## src/rtl/bios_load_encoder.sv

```systemverilog
// -----------------------------------------------------------------------------
// bios_load_encoder
//
// Host-side initiator for the BIOS serial command protocol. Converts a stream
// of (addr, data) words into BIOS command bytes on an AXI-stream style byte
// link. A load is bracketed by RST (on start) and BOOT (after the last word).
// Each word is sent as an optional ADR_UPPER, then ADR_LOWER and four
// WRITE_ONE..FOUR commands; ADR_UPPER is omitted when the upper address half
// matches the last one sent (UPPER_CACHE=1).
//
// Optional feature macro: BIOS_LOAD_VERIFY_EN
//   defined   - after each word, READ_ONE..FOUR are issued one at a time and
//               each readback byte is compared to the written byte; a
//               mismatch sets the sticky o_err (cleared by i_start).
//   undefined - no readback; o_rx_ready=0, o_err=0, i_rx_* ignored.
//
// Ports
//   clk, rst_n        clock, asynchronous active-low reset
//   i_start           one-cycle start pulse (honoured in IDLE/DONE only)
//   i_word_valid/o_word_ready, i_addr, i_data, i_last   word request
//   o_data/o_valid/i_ready                              command byte out
//   i_rx_data/i_rx_valid/o_rx_ready                     readback byte in
//   o_busy            not in IDLE/DONE
//   o_done            one-cycle pulse when BOOT is accepted
//   o_err             sticky verify mismatch
//   o_word_count      words fully sent, wraps at 16 bits
// -----------------------------------------------------------------------------
module bios_load_encoder #(
    parameter bit UPPER_CACHE  = 1'b1,
    parameter bit RST_ON_START = 1'b1
) (
    input  logic        clk,
    input  logic        rst_n,
    input  logic        i_start,
    input  logic        i_word_valid,
    output logic        o_word_ready,
    input  logic [31:0] i_addr,
    input  logic [31:0] i_data,
    input  logic        i_last,
    output logic [7:0]  o_data,
    output logic        o_valid,
    input  logic        i_ready,
    input  logic [7:0]  i_rx_data,
    input  logic        i_rx_valid,
    output logic        o_rx_ready,
    output logic        o_busy,
    output logic        o_done,
    output logic        o_err,
    output logic [15:0] o_word_count
);

    typedef enum logic [2:0] {
        ST_IDLE, ST_SEND_RST, ST_WAIT_WORD, ST_SEND_WORD, ST_VERIFY, ST_SEND_BOOT, ST_DONE
    } state_e;

    localparam logic [7:0] OP_BOOT      = 8'h01;
    localparam logic [7:0] OP_RST       = 8'h02;
    localparam logic [7:0] OP_READ_ONE  = 8'h03;
    localparam logic [7:0] OP_ADR_LOWER = 8'h0B;
    localparam logic [7:0] OP_ADR_UPPER = 8'h0C;

    // Byte index within a word: 0..2 ADR_UPPER group, 3..5 ADR_LOWER group,
    // 6..13 WRITE_ONE..FOUR with their data bytes.
    localparam logic [3:0] IDX_UPPER_LAST = 4'd2;
    localparam logic [3:0] IDX_LOWER_OP   = 4'd3;
    localparam logic [3:0] IDX_LAST       = 4'd13;

    state_e      state_q;
    logic [31:0] addr_q;
    logic [31:0] data_q;
    logic        last_q;
    logic [3:0]  idx_q;
    logic [15:0] cache_q;
    logic        cache_vld_q;
    logic [7:0]  tx_data_q;
    logic        tx_valid_q;
    logic        done_q;
    logic [15:0] count_q;
    logic        skip_upper;

    function automatic logic [7:0] word_byte(input logic [3:0]  idx,
                                             input logic [31:0] a,
                                             input logic [31:0] d);
        logic [7:0] b;
        case (idx)
            4'd0:    b = OP_ADR_UPPER;
            4'd1:    b = a[31:24];
            4'd2:    b = a[23:16];
            4'd3:    b = OP_ADR_LOWER;
            4'd4:    b = a[15:8];
            4'd5:    b = a[7:0];
            4'd6:    b = 8'h07;
            4'd7:    b = d[7:0];
            4'd8:    b = 8'h08;
            4'd9:    b = d[15:8];
            4'd10:   b = 8'h09;
            4'd11:   b = d[23:16];
            4'd12:   b = 8'h0A;
            default: b = d[31:24];
        endcase
        return b;
    endfunction

    // Compared against the incoming address so the first byte of the word can
    // be chosen in the acceptance cycle and presented on the very next clock.
    assign skip_upper = UPPER_CACHE && cache_vld_q && (cache_q == i_addr[31:16]);

`ifdef BIOS_LOAD_VERIFY_EN
    logic [1:0] rd_idx_q;
    logic       rd_wait_q;   // READ accepted, waiting for its readback byte
    logic       err_q;

    assign o_rx_ready = (state_q == ST_VERIFY) && rd_wait_q;
    assign o_err      = err_q;
`else
    logic unused_rx;

    assign unused_rx  = ^{i_rx_data, i_rx_valid};
    assign o_rx_ready = 1'b0;
    assign o_err      = 1'b0;
`endif

    // NOTE: the asynchronous reset clears tx_valid_q at once, so o_valid drops
    // mid-command without waiting for a clock edge.
    always_ff @(posedge clk or negedge rst_n) begin
        if (!rst_n) begin
            state_q     <= ST_IDLE;
            addr_q      <= '0;
            data_q      <= '0;
            last_q      <= 1'b0;
            idx_q       <= '0;
            cache_q     <= '0;
            cache_vld_q <= 1'b0;
            tx_data_q   <= '0;
            tx_valid_q  <= 1'b0;
            done_q      <= 1'b0;
            count_q     <= '0;
`ifdef BIOS_LOAD_VERIFY_EN
            rd_idx_q    <= '0;
            rd_wait_q   <= 1'b0;
            err_q       <= 1'b0;
`endif
        end else begin
            // NOTE: non-blocking throughout; every branch reads pre-edge state.
            done_q <= 1'b0;
            case (state_q)
                ST_IDLE, ST_DONE: begin
                    if (i_start) begin
                        cache_vld_q <= 1'b0;
`ifdef BIOS_LOAD_VERIFY_EN
                        err_q       <= 1'b0;
`endif
                        if (RST_ON_START) begin
                            state_q    <= ST_SEND_RST;
                            tx_data_q  <= OP_RST;
                            tx_valid_q <= 1'b1;
                        end else begin
                            state_q    <= ST_WAIT_WORD;
                        end
                    end
                end
                ST_SEND_RST: begin
                    if (i_ready) begin
                        tx_valid_q <= 1'b0;
                        state_q    <= ST_WAIT_WORD;
                    end
                end
                ST_WAIT_WORD: begin
                    if (i_word_valid) begin
                        addr_q     <= i_addr;
                        data_q     <= i_data;
                        last_q     <= i_last;
                        idx_q      <= skip_upper ? IDX_LOWER_OP : 4'd0;
                        tx_data_q  <= skip_upper ? OP_ADR_LOWER : OP_ADR_UPPER;
                        tx_valid_q <= 1'b1;
                        state_q    <= ST_SEND_WORD;
                    end
                end
                ST_SEND_WORD: begin
                    if (i_ready) begin
                        if (idx_q == IDX_UPPER_LAST) begin
                            cache_q     <= addr_q[31:16];
                            cache_vld_q <= 1'b1;
                        end
                        if (idx_q == IDX_LAST) begin
                            count_q <= count_q + 16'd1;
`ifdef BIOS_LOAD_VERIFY_EN
                            state_q    <= ST_VERIFY;
                            tx_data_q  <= OP_READ_ONE;
                            rd_idx_q   <= '0;
                            rd_wait_q  <= 1'b0;
`else
                            if (last_q) begin
                                state_q   <= ST_SEND_BOOT;
                                tx_data_q <= OP_BOOT;
                            end else begin
                                state_q    <= ST_WAIT_WORD;
                                tx_valid_q <= 1'b0;
                            end
`endif
                        end else begin
                            idx_q     <= idx_q + 4'd1;
                            tx_data_q <= word_byte(idx_q + 4'd1, addr_q, data_q);
                        end
                    end
                end
`ifdef BIOS_LOAD_VERIFY_EN
                ST_VERIFY: begin
                    if (!rd_wait_q) begin
                        if (i_ready) begin
                            tx_valid_q <= 1'b0;
                            rd_wait_q  <= 1'b1;
                        end
                    end else if (i_rx_valid) begin
                        if (i_rx_data != data_q[{rd_idx_q, 3'b000} +: 8]) begin
                            err_q <= 1'b1;
                        end
                        if (rd_idx_q == 2'd3) begin
                            if (last_q) begin
                                state_q    <= ST_SEND_BOOT;
                                tx_data_q  <= OP_BOOT;
                                tx_valid_q <= 1'b1;
                            end else begin
                                state_q    <= ST_WAIT_WORD;
                            end
                        end else begin
                            rd_idx_q   <= rd_idx_q + 2'd1;
                            rd_wait_q  <= 1'b0;
                            tx_data_q  <= OP_READ_ONE + {6'd0, 2'(rd_idx_q + 2'd1)};
                            tx_valid_q <= 1'b1;
                        end
                    end
                end
`endif
                ST_SEND_BOOT: begin
                    if (i_ready) begin
                        tx_valid_q <= 1'b0;
                        done_q     <= 1'b1;
                        state_q    <= ST_DONE;
                    end
                end
                default: state_q <= ST_IDLE;
            endcase
        end
    end

    assign o_data       = tx_data_q;
    assign o_valid      = tx_valid_q;
    assign o_word_ready = (state_q == ST_WAIT_WORD);
    assign o_busy       = (state_q != ST_IDLE) && (state_q != ST_DONE);
    assign o_done       = done_q;
    assign o_word_count = count_q;

endmodule

```

## config.mk

```make
export PLATFORM = sky130hd
export DESIGN_NAME = bios_load_encoder
export DESIGN_NICKNAME = d
export VERILOG_FILES = /design/src/rtl/bios_load_encoder.sv
export SDC_FILE = /design/constraint.sdc
export NUM_CORES = 1
export LEC_CHECK = 0
export ABC_AREA = 1
export CAP_MARGIN = 20
export CELL_PAD_IN_SITES_DETAIL_PLACEMENT = 2
export CELL_PAD_IN_SITES_GLOBAL_PLACEMENT = 2
export CORE_MARGIN = 4
export CORE_UTILIZATION = 34
export CTS_BUF_LIST = sky130_fd_sc_hd__clkbuf_16
export DETAILED_ROUTE_END_ITERATION = 12
export PLACE_DENSITY_LB_ADDON = 0.15
export SETUP_SLACK_MARGIN = 0.05
export SYNTH_ARGS = -nofsm -noshare
export SYNTH_HDL_FRONTEND = slang
export SYNTH_SLANG_ARGS = --single-unit
```

## constraint.sdc

```tcl
create_clock -name clk -period 3.2 [get_ports clk]
set_clock_uncertainty 0.2 [all_clocks]
set_input_delay 0.96 -clock clk [delete_from_list [all_inputs] [get_ports clk]]
set_output_delay 0.96 -clock clk [all_outputs]
set_load 0.02 [all_outputs]
```

### Word-level counts from Yosys, hierarchy flattened

Index checks and enable logic that the tools add are counted.

| word-level totals | value |
|---|---|
| register bits after elaboration | 115 |
| bits in latches | 0 |
| RAM bits | 0 |
| bits in read-only memories | 0 |
| input bits | 79 |
| output and inout port bits | 30 |
| memories | 0 |

| cells by class | value |
|---|---|
| add/subtract/negate cells | 2 |
| $mul | 0 |
| div/mod/pow operators | 0 |
| $lt $le $gt $ge | 0 |
| eq/ne operators | 32 |
| shift-type cells | 0 |
| mux-type cells | 34 |
| bitwise operators | 0 |
| reduce and logical (&&, ||, !) cells | 19 |

Operators by type and width:

| cell | number |
|---|---|
| $pmux 8 s13 | 1 |
| $mux 8 | 5 |
| $eq 4x4->1 const B | 6 |
| $mux 3 | 8 |
| $pmux 8 s3 | 1 |
| $ne 2x2->1 const B | 9 |
| $add 16x1->16 const B | 1 |
| $eq 16x16->1 | 1 |
| $eq 4x3->1 const B | 4 |
| $pmux 3 s5 | 1 |
| $eq 4x2->1 const B | 3 |
| $mux 4 | 3 |
| $mux 1 | 11 |
| $pmux 4 s2 | 1 |
| $reduce_and 4->1 | 2 |
| $reduce_and 7->1 | 1 |
| $eq 3x2->1 const B | 2 |
| $eq 3x3->1 const B | 2 |
| $ne 3x3->1 const B | 2 |
| $reduce_and 3->1 | 2 |
| $reduce_and 6->1 | 1 |
| $reduce_bool 3->1 | 2 |
| $reduce_and 5->1 | 1 |
| $add 4x1->4 const B | 1 |
| 13 further kinds | 16 |

### Logic depth before layout (Yosys ltp)

Gate-level depths: netlist (run 1).

| logic depth | value |
|---|---|
| depth in word-level cells | 6 |
| gate-level depth with buffers | 16 |
| mapped depth without buffers | 15 |

### Worst setup path after synthesis (run 1)

Ideal clock, no wire load.

| path | value |
|---|---|
| path kind | input -> register |
| start | input port i_ready |
| end | register cache_q[10] |
| arrival | 1904 ps |
| required time | 2875 ps |
| slack | 972 ps |
| cell stages on the path | 5 |
| path buffers | 1 |
| cells stage by stage | inv_1 > nor2_1 > nand2_1 > buf_2 > mux2_2 |

| on the way | value |
|---|---|
| longest elaborated chain between the ends | 1 |

RTL lines:

| what | line | text |
|---|---|---|
| start: declaration | 42 | `input logic i_ready,` |
| $reduce_and 3->1 (no source line) | -- |  |
| end signal: assignment | 182 | `cache_q <= addr_q[31:16];` |
| end: declaration | 73 | `logic [15:0] cache_q;` |

No other way between the ends.
A chain may end at the register's enable or synchronous reset.

### Final worst setup path (run 1)

| path | value |
|---|---|
| start | register state_q[2] |
| end | output port o_busy |

| on the way | value |
|---|---|
| longest elaborated chain between the ends | 2 |
| elaborated cells between the ends (all ways) | 3 |
| classes of those cells | eq/ne: 1; reduce/logical: 2 |

RTL lines:

| what | line | text |
|---|---|---|
| start: declaration | 68 | `state_e state_q;` |
| start signal: assignment | 127 | `state_q <= ST_IDLE;` |
| start signal: assignment | 154 | `state_q <= ST_SEND_RST;` |
| start signal: assignment | 158 | `state_q <= ST_WAIT_WORD;` |
| $ne 3x3->1 / $reduce_bool 3->1 (equally long branches) | 250 | `assign o_busy = (state_q != ST_IDLE) && (state_q != ST_DONE);` |
| $logic_and 1x1->1 (*) | 250 |  |
| end: declaration | 46 | `output logic o_busy,` |

Every way passes the cells marked *; elsewhere a longest branch is shown, timed or not.

==> results of run 1 <==
## Yosys cell counts, types with 2 or more instances
library cell,n
inv_1,73
nand3_1,42
or2_2,8
nor2_4,6
nor2_1,63
nand2_4,2
ha_1,7
xor2_1,7
nor3_1,6
o22ai_1,2
nor2_2,3
clkbuf_1,5
buf_4,2
inv_2,8
xnor2_1,12
dfrtp_1,115
mux2_2,52
o21ai_0,22
a21oi_1,22
nand2_1,143
a31oi_1,5
nand3_2,3
buf_2,11
nand4_1,30
nand3b_1,2
a21oi_2,2
nand2_2,6
o21ai_1,2
## critical path, delay by kind of cell (launching register included)
family / cells / cell delay (ns)
AND/OR/NAND/NOR: 2 / 0.32
buffers and inverters: 2 / 0.70
flip-flops: 1 / 0.44
## routing by layer
layer  up-vias  track usage, %
li1       2395               -
met1      2532           25.03
met3        19           4.609
met4         2           5.609
met5         -               0
met2        86           36.97
## stage by stage
| step | utilization (%) | worst slack [ns] | hold slack [ns] |
|---|---|---|---|
| final | 45.19 | 0.1648 | 0.2816 |
| after global routing | 45.19 | 0.07073 | 0.3128 |
| after CTS | 45.19 | 0.1322 | 0.2868 |
| after detailed placement | 41.82 | 0.1999 | 0.2758 |
| after global placement | 41.82 | 0.2947 | 0.2588 |
| after floorplan | - | 0.9717 | 0.2708 |
## final cells by class
cell class | count | share of cell area [%]
clock buffer | 17 | 5.462
clock inverter | 15 | 2.008
inverter | 81 | 3.904
multi-input combinational | 456 | 34.39
sequential | 115 | 36.95
tap | 225 | 3.614
timing repair buffer | 105 | 13.67
## power by group
part / leakage (µW) / total [µW] / switching, µW / internal (µW)
combinational: 0.00206 / 3000 / 1840 / 1150
clock: 0.000280 / 1900 / 746 / 1150
sequential: 0.00143 / 2470 / 442 / 2020
total: 0.00376 / 7360 / 3030 / 4330
## state kept, by name, indices dropped and copies added, names as in the netlist
register      cells
cache_vld_q       1
o_done            1
state_q           3
last_q            1
idx_q             4
cache_q          16
o_word_count     16
data_q           32
addr_q           32
o_valid           1
o_data            8
## cell families (layout without fill, tap and decap cells)
| kind of cell | Yosys count | after routing |
|---|---|---|
| AO/OA/AOI/OAI | 57 | 57 |
| adder cells (fa/ha/maj) | 7 | 7 |
| buffers and inverters | 101 | 218 |
| multiplexers | 52 | 52 |
| AND/OR/NAND/NOR | 319 | 319 |
| flip-flops | 115 | 115 |
| other | 1 | 2 |
| XOR/XNOR | 19 | 19 |
## worst paths after layout
| kind | start | end | slack (ns) | cells past startpoint |
|---|---|---|---|---|
| worst max register to register | idx_q[0] | o_data[5] | 0.37 | 13 |
| worst min register to register | o_word_count[15] | o_word_count[15] | 0.28 | 1 |
| max in group asynchronous | rst_n | o_data[1] | 1.64 | 2 |
| worst max-delay path | state_q[2] | o_busy | 0.16 | 4 |
| min in group asynchronous | rst_n | o_word_count[13] | 0.39 | 1 |
| worst min-delay path | o_word_count[15] | o_word_count[15] | 0.28 | 1 |
==> results by group, run 1 <==
Cells and area
  – Commonest cells after routing, fill and taps aside: 142 x nand2_1, 115 x dfrtp_1, 95 x clkdlybuf4s50_1, 74 x inv_1, 63 x nor2_1
  – Proportion of layout cells with a drive suffix above 1: between 10% and 20%
  – Nets: approximately 860
  – Cell area after layout: just under 0.008 mm²
  – Area growth, synth to finish: 30.83%
  – Area of the multi-input gates: approximately 0.0027 mm²
  – Non-filler cells, final: 1,014
  – Fillers: approximately 1,900
  – Commonest non-fill, non-tap cell in the layout: nand2_1
  – FF+latch area: ~0.0029 mm²
  – Antenna Cells: 0

Floorplan
  – Core area: ~0.017 mm²
  – Die X-Extent: 140.3 µm
  – Chip Height: around 140 µm
  – Die Area: around 0.02 mm²
  – # IOs: between 100 and 150
  – # rows: between 40 and 50
  – Initial core utilization: approximately a third

Drt
  – # DRC: 0
  – Vias: about 5,000
  – Avg Vias per Cell: ~5
  – Mean routed wirelength per cell: around 19 µm
  – Met3 WL: 651 µm
  – Final wirelength: just under 20,000 µm
  – Routed Antenna Nets: 0
  – DRT iter0 DRCs: between 150 and 200
  – Drt first pass iters: 4
  – Met1 WL: about 8400 µm
  – DR WL met2: 10,150 µm
  – Top Metal Used: met5

Setup path
  – CP Cell Sequence: nor2_4 > inv_2 > nand2_1 > clkdlybuf4s50_1
  – CP arrival: 1.88 ns
  – CP max stage delay: a little over 0.6 ns
  – CP required: about 2.0 ns
  – Crit Path Max Fanout: 5
  – Critical Path Slowest Stage Cell: clkdlybuf4s50_1
  – CP Capture Type: output pin
  – Element type at the critical path start: register
  – Critical path class: register to output pin

Logic synthesis
  – Cell Area, Synth: approximately 0.0060 mm²
  – Netlist cell types: 38
  – Seq/Total Area, Yosys: slightly below 50%
  – Async S/R FF share, synth: 100.0%
  – Yosys warns: 0
  – Avg Inst Size Synth: slightly below 9 µm²
  – Yosys top cell by area: dfrtp_1
  – Post-synthesis xor/xnor area fraction: roughly 2.8%
  – Synth area leaders: dfrtp_1 48%, mux2_2 9.8%, nand2_1 9.0%, inv_1 4.6%, nor2_1 4.0%
  – Adder and majority gate portion of the synthesized area: 1.471%
  – Complex-gate fraction of the synthesized area: 5.170%
  – Synth Instances: 671
  – Ys flop type: dfrtp_1
  – Post-synth top area share: around 48%
  – EDFF count, synth: 0
  – Flops & latches, synth: between 100 and 150
  – Mux contribution to synthesized area: 9.836%
  – Largest family of logic cells by synthesized area: simple AND/OR/NAND/NOR gates
  – Synth Area in Simple Gates: around a quarter

Flow run
  – Max Cap Viol: 0

Hold path
  – Class of the worst hold path: register to register

Clock network
  – CTS tree: done
  – Hold_buf cts: 0
  – Clk_lat worst skew: 0.42 ns
  – Post-CTS resize count: 1
  – Max H-tree Level: 4
  – Inserted Clock Buffers: 17
  – Clock slew at reported path FFs: ~0.060 ns
  – Root buffer selected by CTS: clkbuf_16
  – Clk buf depth: 2
  – Post-CTS Setup Inserts: 0
  – # clock sinks: 115

Placement
  – Placed cells: slightly below 1,000
  – Placed cell areas: just over 0.007 mm²
  – Final GP Congestion: ~0.8
  – Port Buffers: a little under 100
  – DP HPWL: about 14,000 µm

Status
  – Status: finished clean

STA
  – Fin. max-slew vios: 0
  – Worst-Margin Slew: 0.7005 ns
  – F_max: ~0.33 GHz
  – Unrepaired setup endpoints after global routing: false
  – Hold Fails Final Rpt: 0
  – Slew margin rel.: between 50 and 60%
  – Fin crit period: between 3 and 4 ns
  – Final Setup Violations: 0
  – Tcrit/Tclk final: between 90% and 100%
  – Sum Neg Setup Slack: 0 ns

GRT
  – Grt ovf: 0
  – All-Layer GR Usage: 20.67%
  – Initial antenna violation count: 1
  – First-pass GRT wire length: between 30,000 and 40,000 µm
  – Largest net degree at the start of global routing: 53
  – Vias in the first global route: between 5,000 and 6,000

Power and ir drop
  – Static Leakage: approximately 0.0038 µW
  – Power Total: 7358 µW
  – Peak supply drop: 0.4670 mV
  – Power per Cell Area: about 940 mW/mm²
No activity file was read; power rests on OpenSTA's default activity.
==> run 2: changes to the inputs <==
CORE_UTILIZATION = 29   (was 34)
HOLD_SLACK_MARGIN = 0.02   (was default)
clock period = 2.6 ns   (was 3.2 ns; I/O delays follow)
==> results by group, run 2 (same netlist as run 1, synthesis figures left out) <==
Status
  – Status: finished clean

Setup path
  – CP max stage delay: 0.64 ns (+0.03 ns)
  – Crit path buf inv count: 1 (-1)
  – CP required: 1.62 ns (-0.42 ns)
  – Critical Path Slowest Stage Cell: clkdlybuf4s50_1
  – Crit Path Max Fanout: 4 (-1)
  – CP Capture Type: output pin
  – Element type at the critical path start: register
  – Top delay family on crit path: buffers and inverters
  – CP Cell Sequence: clkdlybuf4s50_1
  – Critical path class: register to output pin
  – CP arrival: 1.50 ns (-0.38 ns)

Drt
  – # DRC: 0 (unchanged)
  – Mean routed wirelength per cell: 18.25 µm (-4.8%)
  – Drt first pass iters: 4 (unchanged)
  – Vias: 5,146 (+2.2%)
  – Final wirelength: 19,940 µm (+2.6%)
  – Avg Vias per Cell: 4.708 (-5.2%)
  – DRT iter0 DRCs: 119 (-23%)
  – Routed Antenna Nets: 0 (unchanged)

Floorplan
  – # rows: 52 (+8.3%)
  – # IOs: 109 (unchanged)
  – Die Area: 0.02288 mm² (+16%)
  – Core area: 0.02023 mm² (+17%)
  – Chip Height: 151.3 µm (+7.8%)
  – Initial core utilization: 29.42% (-5.1 points)
  – Die X-Extent: 151.3 µm (+7.8%)

Cells and area
  – Non-filler cells, final: 1,093 (+7.8%)
  – Commonest non-fill, non-tap cell in the layout: nand2_1
  – Fin util: 40.23% (-5.0 points)
  – Commonest cells after routing, fill and taps aside: 142 x nand2_1, 112 x dfrtp_1, 92 x clkdlybuf4s50_1, 72 x inv_1, 61 x nor2_1
  – Nets: 896 (+3.9%)
  – Largest regs: addr_q x32, data_q x32
  – Antenna Cells: 0 (unchanged)
  – Cell area after layout: 0.008140 mm² (+4.5%)
  – Area growth, synth to finish: 36.74%
  – Proportion of layout cells with a drive suffix above 1: 21.39% (+4.5 points)

STA
  – Unrepaired setup endpoints after global routing: false
  – F_max: between 0.4 and 0.5 GHz
  – Hold Fails Final Rpt: 0 (unchanged)
  – Hold Slack: 0.1286 ns (-0.1530 ns)
  – Final Setup Violations: 0 (unchanged)
  – Fin crit period: approximately 2.5 ns
  – Tcrit/Tclk final: 95.37%
  – Fin. max-slew vios: 0 (unchanged)

Clock network
  – Inserted Clock Buffers: 17 (unchanged)
  – Clock slew at reported path FFs: 0.06 ns (about the same)
  – Clk_lat worst skew: 0.42 ns (about the same)
  – Max H-tree Level: 4 (unchanged)
  – CTS tree: done
  – Clk buf depth: 2 (unchanged)
  – # clock sinks: 115 (unchanged)
  – Hold_buf cts: 0 (unchanged)
  – Root buffer selected by CTS: clkbuf_16

Placement
  – Placed cell areas: 0.007522 mm² (+4.4%)
  – Final GP Congestion: 0.8289 (+2.8%)
  – DP HPWL: 15,230 µm (+5.2%)
  – Port Buffers: 97 (unchanged)
  – Placed cells: 1,058 (+7.7%)

GRT
  – First-pass GRT wire length: 32,640 µm (+2.6%)
  – All-Layer GR Usage: 18.57% (-2.1 points)
  – Grt ovf: 0 (unchanged)
  – Vias in the first global route: 6,071 (+3.6%)
  – Largest net degree at the start of global routing: 45 (-15%)
  – Initial antenna violation count: 1 (unchanged)

Power and ir drop
  – Peak supply drop: 0.4347 mV (-6.9%)
  – Power per Cell Area: 1150 mW/mm² (+22%)
  – Static Leakage: 0.003971 µW (+5.5%)

Hold path
  – Class of the worst hold path: primary input to async pin

Flow run
  – Max Cap Viol: 0 (unchanged)
[run 2: changes by cell type in the layout (fill, tap and decap cells not counted), moves of 3 or more]
| cell | change |
|---|---|
| buf_4 | +32 |
| clkdlybuf4s50_1 | -3 |
| dfrtp_1 | -3 |
| dfrtp_2 | +3 |
[run 2: path summary, 6_finish.rpt]
check	from	to	slack (ns)	depth (start not counted)
max	o_word_count[12]	o_word_count[12]	0.12	1
min in group clk	o_data[7]	o_data[7]	0.28	2
min	rst_n	addr_q[26]	0.13	1
max reg2reg	idx_q[1]	o_data[0]	0.23	14
max in group asynchronous	rst_n	o_word_count[3]	1.38	2
min reg2reg	o_data[7]	o_data[7]	0.28	2
[run 2: final cells by class]
cell class	instances	area, µm²
repair buffers	139	1341
clock inverters	15	156.4
flip-flops and latches	115	2882
fillers	2214	12090
well taps	270	337.8
clock buffers	17	425.4
multi-input cells	456	2694
inverters	81	304.0
[run 2: through the flow]
stage / setup slack [ns] / TNS, ns / total power [µW]
after floorplan: 0.4660 / 0 / 5401
after global placement: -0.1148 / -0.5641 / 6816
after detailed placement: -0.1552 / -1.083 / 7037
after CTS: 0.05386 / 0 / 9479
after global routing: 0.05525 / 0 / 10110
final: 0.1203 / 0 / 9363
[run 2: repair_timing]
item	4_1_cts	5_1_grt
pin swaps	1	1
gates resized for setup	6	12
endpoints found under the setup margin	2	16
buffers inserted	0	3
[run 2: layer usage]
metal,routed length [µm],part of all wire (%),vias up,GRT usage (%)
met2,10540,53,89,33.79
li1,-,-,2458,-
met4,153,0.77,2,4.216
met1,8390,42,2586,21.77
met3,847,4.2,11,4.907
met5,13,0.065,-,0
[run 2: worst reg2reg max path, stage by stage, from the launching register on]
cell and delay (ns):
dfrtp_2 0.48, ha_1 0.23, inv_1 0.05, nand2_1 0.07
nand2_4 0.13, inv_2 0.08, buf_4 0.16, nand3_1 0.10
nand2_1 0.11, nor2_2 0.15, nand2_1 0.07, nor2_1 0.15
nand3_1 0.11, nand2_1 0.10, a21oi_1 0.07
[run 2: where the power goes]
group	total, µW	internal (µW)	switching, µW
combinational	3980	1650	2330
clock	2350	1420	931
sequential	3040	2500	544
==> run 3: changes to the inputs <==
CELL_PAD_IN_SITES_DETAIL_PLACEMENT = 0   (was 2)
CELL_PAD_IN_SITES_GLOBAL_PLACEMENT = 1   (was 2)
CORE_UTILIZATION = 36   (was 29)
==> results by group, run 3 (same netlist as run 1, synthesis figures left out) <==
Setup path
  – CP arrival: 1.49 ns (about the same)
  – CP Capture Type: output pin
  – CP max stage delay: 0.64 ns (about the same)
  – Top delay family on crit path: buffers and inverters
  – Element type at the critical path start: register
  – CP Cell Sequence: clkdlybuf4s50_1
  – Critical path class: register to output pin
  – Crit path buf inv count: 1 (unchanged)
  – Crit Path Max Fanout: 5 (+1)
  – Critical Path Slowest Stage Cell: clkdlybuf4s50_1
  – CP required: 1.62 ns (about the same)

Drt
  – DRT iter0 DRCs: 284 (+140%)
  – Avg Vias per Cell: 4.724 (+0.34%)
  – Routed Antenna Nets: 0 (unchanged)
  – # DRC: 0 (unchanged)
  – Final wirelength: 15,320 µm (-23%)
  – Drt first pass iters: 4 (unchanged)
  – Mean routed wirelength per cell: 14.98 µm (-18%)
  – Vias: 4,833 (-6.1%)

GRT
  – First-pass GRT wire length: 25,110 µm (-23%)
  – Grt met3 use: 4.412% (-0.50 points)
  – Busiest grt layer: met2
  – Met2 Use GR: 27.35% (-6.4 points)
  – GR Util met1: 23.71% (+1.9 points)
  – Largest net degree at the start of global routing: 52 (+16%)
  – All-Layer GR Usage: 17.53% (-1.0 points)
  – Initial antenna violation count: 0 (-1)
  – Vias in the first global route: 4,941 (-19%)
  – Grt ovf: 0 (unchanged)

STA
  – Hold Fails Final Rpt: 0 (unchanged)
  – Hold Slack: 0.1107 ns (-0.01799 ns)
  – Fin. max-slew vios: 0 (unchanged)
  – Tcrit/Tclk final: 95.00% (-0.38 points)
  – Worst setup margin: 0.1301 ns (+0.009864 ns)
  – Fin crit period: 2.470 ns (-0.009864 ns)
  – Unrepaired setup endpoints after global routing: false
  – Final Setup Violations: 0 (unchanged)
  – F_max: 0.4049 GHz (+0.40%)

Cells and area
  – Commonest cells after routing, fill and taps aside: 142 x nand2_1, 115 x dfrtp_1, 94 x clkdlybuf4s50_1, 74 x inv_1, 63 x nor2_1
  – FF+latch area: 0.002878 mm² (-0.13%)
  – Nets: 880 (-1.8%)
  – Commonest non-fill, non-tap cell in the layout: nand2_1
  – Antenna Cells: 0 (unchanged)
  – Proportion of layout cells with a drive suffix above 1: 19.08% (-2.3 points)
  – Fillers: 1,543 (-30%)
  – Area growth, synth to finish: 33.29%
  – Area of the multi-input gates: 0.002684 mm² (-0.37%)
  – Largest regs: addr_q x32, data_q x32

Clock network
  – Post-CTS Setup Inserts: 0 (unchanged)
  – Clk buf depth: 2 (unchanged)
  – Hold_buf cts: 0 (unchanged)
  – Clock slew at reported path FFs: 0.06 ns (about the same)
  – Root buffer selected by CTS: clkbuf_16
  – # clock sinks: 115 (unchanged)
  – Max H-tree Level: 4 (unchanged)
  – Clk_lat worst skew: 0.42 ns (about the same)
  – CTS tree: done
  – Inserted Clock Buffers: 17 (unchanged)

Power and ir drop
  – Internal power: 5414 µW (-2.7%)
  – Net Sw Power: 3467 µW (-8.8%)
  – Logic pwr share: 40.5% (-2.0 points)
  – Seq pwr share: 33.5% (+1.0 points)
  – Clock power frac: 26.0% (+0.9 points)
  – Power per Cell Area: 1119 mW/mm² (-2.7%)
  – Peak supply drop: 0.5611 mV (+29%)
  – Switching share of power: 39.04% (-1.6 points)
  – Static Leakage: 0.003867 µW (-2.6%)

Floorplan
  – Die Area: 0.01866 mm² (-18%)
  – Core area: 0.01606 mm² (-21%)
  – Die X-Extent: 136.6 µm (-9.7%)
  – Chip Height: 136.6 µm (-9.7%)
  – # IOs: 109 (unchanged)
  – # rows: 46 (-12%)
  – Initial core utilization: 37.07% (+7.7 points)

Placement
  – Port Buffers: 97 (unchanged)
  – DP HPWL: 11,790 µm (-23%)
  – Final GP Congestion: 0.8523 (+2.8%)
  – Dpl ws: -0.06326 ns (+0.09196 ns)

Status
  – Status: finished clean

Hold path
  – Class of the worst hold path: primary input to async pin

Flow run
  – Max Cap Viol: 0 (unchanged)
-- run 3: changes by cell type in the layout (fill, tap and decap cells not counted), sizes merged --
cell           delta
dlymetal6s2s      -2
clkdlybuf4s50     +2
inv               +1
clkinv            -1
buf              -16
-- run 3: power groups by stage --
stage                     combinational [µW]  clock (µW)  sequential (µW)
after detailed placement                3630           0             3010
after global placement                  3570           0             2990
final                                   3600        2310             2970
after global routing                    4080        2450             3060
after CTS                               3640        2360             2990
after floorplan                         2510           0             2890
-- run 3: stage by stage --
step                util, %  std cells  total power (µW)  instance area [µm²]   TNS, ns
floorplan                 -        672              5401                 5957         0
detailed placement    45.82        991              6646                 7357   -0.1770
global route          49.42       1023              9587                 7935         0
finish                49.42       1023              8882                 7935         0
CTS                   49.46       1023              8986                 7943         0
global placement      45.82        991              6559                 7357  -0.09567
-- run 3: final cells by class --
class                   instances  area share (%)
flip-flops and latches        115           36.27
multi-input cells             456           33.82
repair buffers                123           15.33
clock buffers                  17           5.361
inverters                      81           3.832
well taps                     216           3.406
clock inverters                15           1.987
-- run 3: worst paths after layout --
check	start	end	slack [ns]	cells past startpoint
worst min register to register	o_word_count[15]	o_word_count[15]	0.27	1
worst max-delay path	o_word_count[11]	o_word_count[11]	0.13	1
worst max register to register	idx_q[0]	o_data[4]	0.24	10
worst min-delay path	rst_n	cache_q[10]	0.11	1
min in group clk	o_word_count[15]	o_word_count[15]	0.27	1
max in group asynchronous	rst_n	o_data[4]	1.44	2
-- run 3: what timing repair did --
| action | CTS | global route |
|---|---|---|
| pin swaps | 0 | 1 |
| resized for setup | 6 | 3 |
| endpoints found under the setup margin | 2 | 2 |
-- run 3: metal layers --
| layer | wire, µm | vias to the layer above | share of wire [%] |
|---|---|---|---|
| met1 | 7092 | 2290 | 46 |
| met2 | 7214 | 97 | 47 |
| met4 | 268 | 0 | 1.7 |
| met5 | 0 | - | 0 |
| li1 | - | 2427 | - |
| met3 | 750 | 19 | 4.9 |
